### config.mk
export PLATFORM = sky130hd
export DESIGN_NAME = multi_random_state_generator_flat
export DESIGN_NICKNAME = d
export VERILOG_FILES = /design/src/rtl/multi_random_state_generator_pkg.sv /design/src/rtl/multi_random_state_generator_if.sv /design/src/rtl/multi_random_state_generator_channel.sv /design/src/rtl/multi_random_state_generator.sv /design/src/flat_wrapper.sv
export SDC_FILE = /design/constraint.sdc
export NUM_CORES = 1
export LEC_CHECK = 0
export BUFFER_PORTS_ARGS = -buffer_cell sky130_fd_sc_hd__buf_2
export CAP_MARGIN = 20
export CORE_MARGIN = 3
export CORE_UTILIZATION = 32
export CTS_CLUSTER_SIZE = 28
export DETAILED_ROUTE_END_ITERATION = 16
export PLACE_DENSITY_LB_ADDON = 0.15
export SYNTH_ARGS = -nofsm -noshare
export SYNTH_HDL_FRONTEND = slang
export SYNTH_SLANG_ARGS = --single-unit
### constraint.sdc
create_clock -name i_clk -period 8.6 [get_ports i_clk]
set_input_delay 0.86 -clock i_clk [delete_from_list [all_inputs] [get_ports i_clk]]
set_output_delay 0.86 -clock i_clk [all_outputs]
set_load 0.03 [all_outputs]
### src/rtl/multi_random_state_generator_pkg.sv
// random_state_pkg: shared constants and pure helper functions for the random
// two-level waveform generator.
//   lfsr_step : one step of the 32-bit Galois LFSR
//   chseed    : per-channel seed derived from a base seed, never zero
//   draw      : hold length in [min_val, max_val] from the current LFSR value
package random_state_pkg;

  localparam int unsigned LFSR_WIDTH = 32;
  localparam logic [LFSR_WIDTH-1:0] LFSR_POLY = 32'h8020_0003;
  localparam logic [LFSR_WIDTH-1:0] SEED_STEP = 32'h9E37_79B9;

  // UNPRIMED doubles as "primed=0"; LOW/HIGH carry the output level.
  typedef enum logic [1:0] {
    PH_UNPRIMED = 2'd0,
    PH_LOW      = 2'd1,
    PH_HIGH     = 2'd2
  } ch_phase_e;

  function automatic logic [LFSR_WIDTH-1:0] lfsr_step(input logic [LFSR_WIDTH-1:0] s);
    return s[0] ? ((s >> 1) ^ LFSR_POLY) : (s >> 1);
  endfunction

  function automatic logic [LFSR_WIDTH-1:0] chseed(input logic [LFSR_WIDTH-1:0] s,
                                                   input int unsigned ch);
    logic [LFSR_WIDTH-1:0] v;
    v = s ^ (ch * SEED_STEP);
    // An all-zero Galois LFSR never leaves zero.
    return (v == '0) ? 32'd1 : v;
  endfunction

  // Take the low clog2(range) LFSR bits; one conditional subtract folds the
  // overshoot back into range since those bits are always < 2*range.
  function automatic logic [31:0] draw(input logic [LFSR_WIDTH-1:0] lfsr,
                                       input int unsigned min_val,
                                       input int unsigned max_val);
    logic [31:0] range;
    logic [31:0] mask;
    logic [31:0] r;
    int unsigned rw;
    range = max_val - min_val + 32'd1;
    rw    = $clog2(range);
    mask  = (rw >= 32) ? '1 : ((32'd1 << rw) - 32'd1);
    r     = lfsr & mask;
    if (r >= range) r = r - range;
    return min_val + r;
  endfunction

endpackage

### src/rtl/multi_random_state_generator_if.sv
// Control/observation bundle of the multi-channel random state generator.
//   i_en        channels advance when 1
//   i_seed_load 1-cycle strobe: reseed and restart all channels
//   i_seed      base seed for i_seed_load
//   o_state     per-channel level
//   o_toggle    per-channel 1-cycle pulse when o_state changes
interface multi_random_state_generator_if
  import random_state_pkg::*;
#(
  parameter int unsigned CH_NUM = 4
) ();

  logic                  i_en;
  logic                  i_seed_load;
  logic [LFSR_WIDTH-1:0] i_seed;
  logic [CH_NUM-1:0]     o_state;
  logic [CH_NUM-1:0]     o_toggle;

  modport master (output i_en, i_seed_load, i_seed, input o_state, o_toggle);
  modport slave  (input i_en, i_seed_load, i_seed, output o_state, o_toggle);

endinterface

### src/rtl/multi_random_state_generator_channel.sv
// random_state_channel: one channel = LFSR + hold down-counter + level + toggle.
//   i_clk, i_a_rst_n   clock, async active-low reset
//   i_en               advance this cycle
//   i_seed_load        reseed from chseed(i_seed, CH_IDX) and restart
//   o_state, o_toggle  level and its change strobe
//
//   phase       | meaning
//   PH_UNPRIMED | after reset/reseed; next enabled edge loads first level-0 hold
//   PH_LOW      | output 0, counting down the current hold
//   PH_HIGH     | output 1, counting down the current hold
module random_state_channel
  import random_state_pkg::*;
#(
  parameter int unsigned           CNT_WIDTH = 16,
  parameter int unsigned           S0_MIN    = 100,
  parameter int unsigned           S0_MAX    = 600,
  parameter int unsigned           S1_MIN    = 60,
  parameter int unsigned           S1_MAX    = 500,
  parameter int unsigned           CH_IDX    = 0,
  parameter logic [LFSR_WIDTH-1:0] CH_SEED   = 32'h1
) (
  input  logic                  i_clk,
  input  logic                  i_a_rst_n,
  input  logic                  i_en,
  input  logic                  i_seed_load,
  input  logic [LFSR_WIDTH-1:0] i_seed,
  output logic                  o_state,
  output logic                  o_toggle
);

  logic [LFSR_WIDTH-1:0] lfsr_q, lfsr_d;
  logic [CNT_WIDTH-1:0]  cnt_q, cnt_d;
  ch_phase_e             phase_q, phase_d;
  logic                  toggle_q, toggle_d;
  logic [31:0]           hold0, hold1;

  always_comb begin
    lfsr_d   = lfsr_q;
    cnt_d    = cnt_q;
    phase_d  = phase_q;
    toggle_d = 1'b0;
    // Both draws use the LFSR value from before this cycle's step.
    hold0    = draw(lfsr_q, S0_MIN, S0_MAX);
    hold1    = draw(lfsr_q, S1_MIN, S1_MAX);
    if (i_seed_load) begin
      lfsr_d  = chseed(i_seed, CH_IDX);
      cnt_d   = '0;
      phase_d = PH_UNPRIMED;
    end else if (i_en) begin
      lfsr_d = lfsr_step(lfsr_q);
      case (phase_q)
        PH_UNPRIMED: begin
          cnt_d   = CNT_WIDTH'(hold0 - 32'd1);
          phase_d = PH_LOW;
        end
        PH_LOW: begin
          if (cnt_q != '0) begin
            cnt_d = cnt_q - CNT_WIDTH'(1);
          end else begin
            phase_d  = PH_HIGH;
            toggle_d = 1'b1;
            cnt_d    = CNT_WIDTH'(hold1 - 32'd1);
          end
        end
        PH_HIGH: begin
          if (cnt_q != '0) begin
            cnt_d = cnt_q - CNT_WIDTH'(1);
          end else begin
            phase_d  = PH_LOW;
            toggle_d = 1'b1;
            cnt_d    = CNT_WIDTH'(hold0 - 32'd1);
          end
        end
        default: phase_d = PH_UNPRIMED;
      endcase
    end
  end

  always_ff @(posedge i_clk or negedge i_a_rst_n) begin
    if (!i_a_rst_n) begin
      lfsr_q   <= CH_SEED;
      cnt_q    <= '0;
      phase_q  <= PH_UNPRIMED;
      toggle_q <= 1'b0;
    end else begin
      lfsr_q   <= lfsr_d;
      cnt_q    <= cnt_d;
      phase_q  <= phase_d;
      toggle_q <= toggle_d;
    end
  end

  assign o_state  = (phase_q == PH_HIGH);
  assign o_toggle = toggle_q;

endmodule

### src/rtl/multi_random_state_generator.sv
// multi_random_state_generator: CH_NUM independent random two-level waveforms.
//   i_clk, i_a_rst_n  clock, async active-low reset
//   bus (slave)       i_en / i_seed_load / i_seed in, o_state / o_toggle out
module multi_random_state_generator
  import random_state_pkg::*;
#(
  parameter int unsigned           CH_NUM          = 4,
  parameter int unsigned           CNT_WIDTH       = 16,
  parameter int unsigned           STATE_0_MIN_VAL = 100,
  parameter int unsigned           STATE_0_MAX_VAL = 600,
  parameter int unsigned           STATE_1_MIN_VAL = 60,
  parameter int unsigned           STATE_1_MAX_VAL = 500,
  parameter logic [LFSR_WIDTH-1:0] SEED            = 32'hACE1_2468
) (
  input  logic                           i_clk,
  input  logic                           i_a_rst_n,
  multi_random_state_generator_if.slave  bus
);

  if (CH_NUM < 1 ||
      STATE_0_MIN_VAL < 1 || STATE_0_MAX_VAL < STATE_0_MIN_VAL ||
      STATE_1_MIN_VAL < 1 || STATE_1_MAX_VAL < STATE_1_MIN_VAL ||
      64'(STATE_0_MAX_VAL) >= (64'd1 << CNT_WIDTH) ||
      64'(STATE_1_MAX_VAL) >= (64'd1 << CNT_WIDTH)) begin : g_bad_params
    $error("multi_random_state_generator: illegal hold/counter parameters");
  end

  logic [CH_NUM-1:0] state_w;
  logic [CH_NUM-1:0] toggle_w;

  for (genvar g = 0; g < CH_NUM; g++) begin : g_ch
    random_state_channel #(
      .CNT_WIDTH (CNT_WIDTH),
      .S0_MIN    (STATE_0_MIN_VAL),
      .S0_MAX    (STATE_0_MAX_VAL),
      .S1_MIN    (STATE_1_MIN_VAL),
      .S1_MAX    (STATE_1_MAX_VAL),
      .CH_IDX    (g),
      .CH_SEED   (chseed(SEED, g))
    ) u_ch (
      .i_clk       (i_clk),
      .i_a_rst_n   (i_a_rst_n),
      .i_en        (bus.i_en),
      .i_seed_load (bus.i_seed_load),
      .i_seed      (bus.i_seed),
      .o_state     (state_w[g]),
      .o_toggle    (toggle_w[g])
    );
  end

  assign bus.o_state  = state_w;
  assign bus.o_toggle = toggle_w;

endmodule

### src/flat_wrapper.sv
// flat-port wrapper written by rule: the top's interface ports become plain ports
module multi_random_state_generator_flat import random_state_pkg::*;
#(
  parameter int unsigned           CH_NUM          = 4,
  parameter int unsigned           CNT_WIDTH       = 16,
  parameter int unsigned           STATE_0_MIN_VAL = 100,
  parameter int unsigned           STATE_0_MAX_VAL = 600,
  parameter int unsigned           STATE_1_MIN_VAL = 60,
  parameter int unsigned           STATE_1_MAX_VAL = 500,
  parameter logic [LFSR_WIDTH-1:0] SEED            = 32'hACE1_2468
)
  (i_clk, i_a_rst_n, bus_i_en, bus_i_seed_load, bus_i_seed, bus_o_state, bus_o_toggle);
  multi_random_state_generator_if #(.CH_NUM(CH_NUM)) bus_i ();
  input  logic i_clk;
  input  logic i_a_rst_n;
  input wire logic [$bits(bus_i.i_en)-1:0] bus_i_en;
  input wire logic [$bits(bus_i.i_seed_load)-1:0] bus_i_seed_load;
  input wire logic [$bits(bus_i.i_seed)-1:0] bus_i_seed;
  output wire logic [$bits(bus_i.o_state)-1:0] bus_o_state;
  output wire logic [$bits(bus_i.o_toggle)-1:0] bus_o_toggle;
  assign bus_i.i_en = bus_i_en;
  assign bus_i.i_seed_load = bus_i_seed_load;
  assign bus_i.i_seed = bus_i_seed;
  assign bus_o_state = bus_i.o_state;
  assign bus_o_toggle = bus_i.o_toggle;
  multi_random_state_generator #(.CH_NUM(CH_NUM), .CNT_WIDTH(CNT_WIDTH), .STATE_0_MIN_VAL(STATE_0_MIN_VAL), .STATE_0_MAX_VAL(STATE_0_MAX_VAL), .STATE_1_MIN_VAL(STATE_1_MIN_VAL), .STATE_1_MAX_VAL(STATE_1_MAX_VAL), .SEED(SEED)) u_core (.i_clk(i_clk), .i_a_rst_n(i_a_rst_n), .bus(bus_i));
endmodule
* Word level (Yosys, flattened, before mapping)
Cells that the tools add are included.
** Word-level totals
- Register bits :: 204
- Latch bits :: 0
- Bits in writable memories :: 0
- Bits in read-only memories :: 0
- Input port bits :: 36
- Output and inout bits :: 8
- Word-level logic and storage cells :: 184
- Memories kept :: 0
** Operators by class
- Add/subtract/negate cells :: 28
- Multipliers :: 0
- Divide/modulo/power cells :: 0
- Magnitude comparators :: 8
- Equal/unequal tests :: 16
- Shift-type cells :: 0
- Multiplexer cells :: 80
- Bitwise operators :: 7
- Reduce and logical (&&, ||, !) cells :: 29
** Operators by type and width (count)
- 32-bit two-way mux :: 16
- 16-bit two-way mux :: 24
- 16-bit case mux with 3 select lines :: 4
- 16-bit by 1-bit subtractor with 16-bit output, second input constant :: 12
- 32-bit zero test :: 4
- 9-bit by 9-bit subtractor with 10-bit output, second input constant :: 8
- 9-bit >= comparator, second input constant :: 8
- 6-bit by 16-bit adder with 16-bit output, first input constant :: 4
- 7-bit by 16-bit adder with 16-bit output, first input constant :: 4
- 16-bit nonzero test :: 4
- 2-bit two-way mux :: 16
- 3-bit != test, second input constant :: 8
- 2-bit case mux with 3 select lines :: 4
- 20-bit inverter :: 1
- 19-bit inverter :: 1
- 18-bit inverter :: 1
- 1-bit two-way mux :: 16
- 3-bit inverter with 4-bit output :: 4
- 4-bit nonzero test :: 4
- 3-bit AND reduction :: 4
- 2-bit by 1-bit == test with 1-bit output, second input constant :: 4
- 2-bit == test, second input constant :: 4
- 2-bit zero test :: 4
- 2-bit AND reduction :: 4
- other kinds (2) :: 5

* Depth between registers and ports, before layout
- Depth after elaboration :: 8
- Depth in mapped cells :: 17

* Hierarchy
Synthesis repeated with hierarchy kept, for this count alone.
** Unflattened totals
- Cell total of the unflattened synthesis :: 1988
- Area, all modules :: 16413.2 um^2
** Modules (own cells, without submodules)
- random_state_channel at u_core.g_ch[0].u_ch :: times used 1, cells each 507, area an instance 4142.7 um^2
- random_state_channel at u_core.g_ch[1].u_ch :: times used 1, cells each 496, area an instance 4116.4 um^2
- random_state_channel at u_core.g_ch[3].u_ch :: times used 1, cells each 491, area an instance 4080.2 um^2
- random_state_channel at u_core.g_ch[2].u_ch :: times used 1, cells each 494, area an instance 4073.9 um^2

* Worst setup path before layout
Ideal clock, no wire load.
- Path type :: reg2reg
- Start point :: register u_core.g_ch[2].u_ch.lfsr_q[1]
- End point :: register u_core.g_ch[2].u_ch.cnt_q[8]
- Setup time :: 87 ps
- Arrival time :: 3154 ps
- Path slack :: 5359 ps
- Cell stages (with the launch flop) :: 14
- Period minus slack after synthesis :: 3241 ps
- Cells stage by stage :: dfstp_2 > clkbuf_1 > inv_1 > ha_1 > nand2b_1 > a21oi_1 > nor2_1 > xnor2_1 > ha_1 > nand2b_1 > o311a_1 > or4_1 > and2_1 > o211ai_1
** On the way
- Cells in the longest elaborated chain, start to end :: 8
** RTL lines
- from (decl) :: line multi_random_state_generator_channel.sv:31 : logic [LFSR_WIDTH-1:0] lfsr_q, lfsr_d;
- from (signal assigned) :: line multi_random_state_generator_channel.sv:86 : lfsr_q <= lfsr_d;
- 9-bit by 9-bit subtractor with 10-bit output / 9-bit >= comparator (equally long branches) :: line multi_random_state_generator_pkg.sv:44 : if (r >= range) r = r - range;
- 16-bit two-way mux :: line multi_random_state_generator_pkg.sv:44
- 7-bit by 16-bit adder with 16-bit output / 6-bit by 16-bit adder with 16-bit output (equally long branches) :: line multi_random_state_generator_pkg.sv:45 : return min_val + r;
- 16-bit by 1-bit subtractor with 16-bit output, on equally long branches :: line multi_random_state_generator_channel.sv:53, multi_random_state_generator_channel.sv:71, multi_random_state_generator_channel.sv:62
- 16-bit two-way mux, on equally long branches :: line multi_random_state_generator_channel.sv:66, multi_random_state_generator_channel.sv:57
- 16-bit case mux with 3 select lines * :: line multi_random_state_generator_channel.sv:51 : case (phase_q)
- 16-bit two-way mux * :: line multi_random_state_generator_channel.sv:49 : end else if (i_en) begin
- 16-bit two-way mux * :: line multi_random_state_generator_channel.sv:45 : if (i_seed_load) begin
- to (signal assigned) :: line multi_random_state_generator_channel.sv:87 : cnt_q <= cnt_d;
- to (decl) :: line multi_random_state_generator_channel.sv:32 : logic [CNT_WIDTH-1:0] cnt_q, cnt_d;
Mark *: on every way between the ends. The rest lies on a longest branch, timed or not. The select of a mux whose other input is x is not followed.
A chain may end at the register's enable or synchronous reset.

* Worst setup path in the final report
- Start point :: register u_core.g_ch[0].u_ch.lfsr_q[0]
- End point :: register u_core.g_ch[0].u_ch.cnt_q[2]
** On the way
- Cells in the longest elaborated chain, start to end :: 8
** RTL lines (line)
- from (decl) :: multi_random_state_generator_channel.sv:31
- from (signal assigned) :: multi_random_state_generator_channel.sv:86
- 9-bit by 9-bit subtractor with 10-bit output / 9-bit >= comparator (equally long branches) :: multi_random_state_generator_pkg.sv:44
- 16-bit two-way mux :: multi_random_state_generator_pkg.sv:44
- 7-bit by 16-bit adder with 16-bit output / 6-bit by 16-bit adder with 16-bit output (equally long branches) :: multi_random_state_generator_pkg.sv:45
- 16-bit by 1-bit subtractor with 16-bit output, on equally long branches :: multi_random_state_generator_channel.sv:53, multi_random_state_generator_channel.sv:71, multi_random_state_generator_channel.sv:62
- 16-bit two-way mux, on equally long branches :: multi_random_state_generator_channel.sv:66, multi_random_state_generator_channel.sv:57
- 16-bit case mux with 3 select lines * :: multi_random_state_generator_channel.sv:51
- 16-bit two-way mux * :: multi_random_state_generator_channel.sv:49
- 16-bit two-way mux * :: multi_random_state_generator_channel.sv:45
- to (signal assigned) :: multi_random_state_generator_channel.sv:87
- to (decl) :: multi_random_state_generator_channel.sv:32
Marked as above.

==> results.cfg <==
[outcome]
status = completed

[sta]
fin_crit_ns = 3.69
slew-limit-headroom_pct = 36.7
finalCritPeriodShare_pct = 43.0
rsz0062_at_grt = false
setup_tns_ns = 0
skew_ns = 0.0194
worst_pin_slew_ns = 0.949
slew_violations = 0
hold_ws_ns = 0.349
finalSetupViolCount = 0
fmax_ghz = 0.271
hold_viol = 0

[yosys]
avgSynthCellArea_sq_um = 8.20
synth_flop_cell = dfrtp_1
yosysTopAreaCell = dfrtp_1
synth_area_leaders = dfrtp_1 (23%), dfstp_2 (10%), o21ai_0 (4.4%)
syn_nets = 1986
seq_area_frac_synth_pct = 33.0
synthArstFlopShare_pct = 100
yosys.area.top_type_share_pct = 22.8
synth_seq_cells = 204
syn_inst = 1914
synth_commonest_cells = nor2_1 (175), dfrtp_1 (143), nand2_1 (141), o21ai_0 (138)
synth_area_sq_um = 15700
synthMostInstantiatedCell = nor2_1
yosys_warnings = 0
ys_types = 92
synth-edff-count = 0

[clocking]
htreeDepth = 1
insertion_delay_ns = 0.56
cts_setup_buffers = 0
cts_sinks = 204
cts_root_buf = clkbuf_16
ctsResizeCount = 0
tritoncts = yes
clkTransAtPathRegs_ns = 0.06
cts_buffers = 26
clk_path_buf_depth = 3
cts_hold_buf = 0

[critical_path]
arrival_ns = 4.12
worstPathMaxFanout = 16
criticalPathCategory = reg -> reg
critPathLaunch = u_core.g_ch[0].u_ch.lfsr_q[0]
worst_setup_path_end_kind = flop
rr_startpoint = u_core.g_ch[0].u_ch.lfsr_q[0]
required_ns = 9.03
critPathLaunchType = flop

[drt]
finalWirelength_mm = 47.0
wl_met1_mm = 22.4
drcViolationCount = 0
drtPass1Iterations = 5
vias = 14300
drt_iter0_markers = 1150
viasPerCell = 5.72
routedWlPerCell_um = 18.9
wl_met2_mm = 21.7
ant_nets = 0
routed.top_layer = met4
met3WireLength_mm = 2.23

[floorplanning]
die_h_um = 227
initial_core_util_pct = 32.7
die_x_um = 227
ios = 44
core_area_sq_um = 48000
dieArea_sq_um = 51700
num_rows = 80

[worst_hold_path]
hp-class = in -> async

[power]
vdd_drop_max_mv = 0.125
total_power_mw = 4.26
power.leakage_nw = 6.60
p_per_area_nw_per_um2 = 249

[place]
gp_congestion = 0.860
portBuffers = 43
dpl.hpwl_mm = 33.0
place_area_sq_um = 16200

[grt]
grt_first_pass_wirelength_mm = 76.7
grt_max_degree = 98
grt_use_total_pct = 18.1
grt_pass1_vias = 13500
grt-ovfl-total = 0
antenna_found_initial = 1

[final_layout]
final_util_pct = 35.6
fin_nets = 1931
drive_gt1_share_pct = 11.7
seq_area_sq_um = 5180
stdcell_area_sq_um = 17100
nFillCells = 5048
syn2layout_area_growth_pct = 9.00
multi_input_area_sq_um = 9760

[flow_run]
max-cap-violations = 0
## sequential cells by signal, indices dropped and copies added, names as in the netlist
signal / flops
u_core.g_ch.u_ch.cnt_q: 64
u_core.g_ch.u_ch.lfsr_q: 128
u_core.g_ch.u_ch.o_toggle: 4
u_core.g_ch.u_ch.phase_q: 8
## metal layers
metal / GRT usage (%) / up-vias
li1: - / 6936
met1: 26.0 / 6892
met2: 29.5 / 398
met3: 2.23 / 51
met4: 3.70 / 0
met5: 0 / -
## final cells by class
class	instances	share of cell area, %
Clock inverter	12	1.02
Timing Repair Buffer	54	1.89
Tap cell	615	4.50
Multi-Input combinational cell	1523	57.1
Clock buffer	35	4.12
Inverter	50	1.10
Sequential cell	204	30.3
Antenna cell	1	0.0146
## logic make-up after synthesis
group	Yosys count	synth area share (%)
AND/OR/NAND/NOR	748	25.0
AO/OA/AOI/OAI	602	26.0
flip-flops	204	33.0
buffers and inverters	187	4.79
XOR/XNOR	82	4.58
multiplexers	55	3.71
adder cells (fa/ha/maj)	36	2.87
## worst paths after layout
kind	to	slack (ns)	depth (start not counted)
worst min-delay path	u_core.g_ch[0].u_ch.cnt_q[13]	0.35	1
min in group i_clk	u_core.g_ch[0].u_ch.cnt_q[12]	0.51	1
max in group asynchronous	u_core.g_ch[1].u_ch.lfsr_q[13]	6.26	3
worst max-delay path	u_core.g_ch[0].u_ch.cnt_q[2]	4.91	12
worst min register to register	u_core.g_ch[0].u_ch.cnt_q[12]	0.51	1
worst max register to register	u_core.g_ch[0].u_ch.cnt_q[2]	4.91	12
## cells in the final DEF (no fill, tap or decap), types with 9 or more instances in the layout
cell type,n
o21a_1,40
o31ai_1,32
and2_1,17
a22oi_1,9
a211oi_1,87
a221o_1,15
inv_1,49
or2_2,17
dfrtp_1,143
nand3_1,70
nor4_1,30
buf_4,11
ha_1,36
o211ai_1,21
clkbuf_16,26
nor3b_1,9
nor2_1,175
and3_1,15
mux2i_1,30
o21bai_1,16
buf_2,40
nor2b_1,104
nor3_1,39
or4_1,11
a31oi_1,22
nand2b_1,29
nand2_1,141
a21o_1,11
o21ai_0,138
a211o_1,15
dfstp_2,61
nand3b_1,9
a21oi_1,105
xor2_1,27
or3_1,26
xnor2_1,55
mux2_2,25
nand4_1,21
## through the flow
| step | instances | worst slack [ns] |
|---|---|---|
| final | 2494 | 4.91 |
| after global routing | 2493 | 4.59 |
| after CTS | 2493 | 4.99 |
| after detailed placement | 2446 | 4.94 |
| after global placement | 2446 | 4.92 |
| after floorplan | 1914 | 5.36 |
## critical path, cell delays in order, from the launching register on
cell,delay [ns]
dfrtp_1,0.61
inv_1,0.18
ha_1,0.52
nor4b_1,0.66
nor3_2,0.22
xnor2_1,0.24
ha_1,0.23
xor2_1,0.22
a21o_1,0.11
a31oi_1,0.08
a21oi_1,0.18
a211oi_1,0.06
a221o_1,0.26
## where the power goes
group	internal (mW)	switching (mW)
clock	0.694	0.445
combinational	0.676	1.13
sequential	1.11	0.196
total	2.48	1.77
No activity file was read; power rests on OpenSTA's default activity.
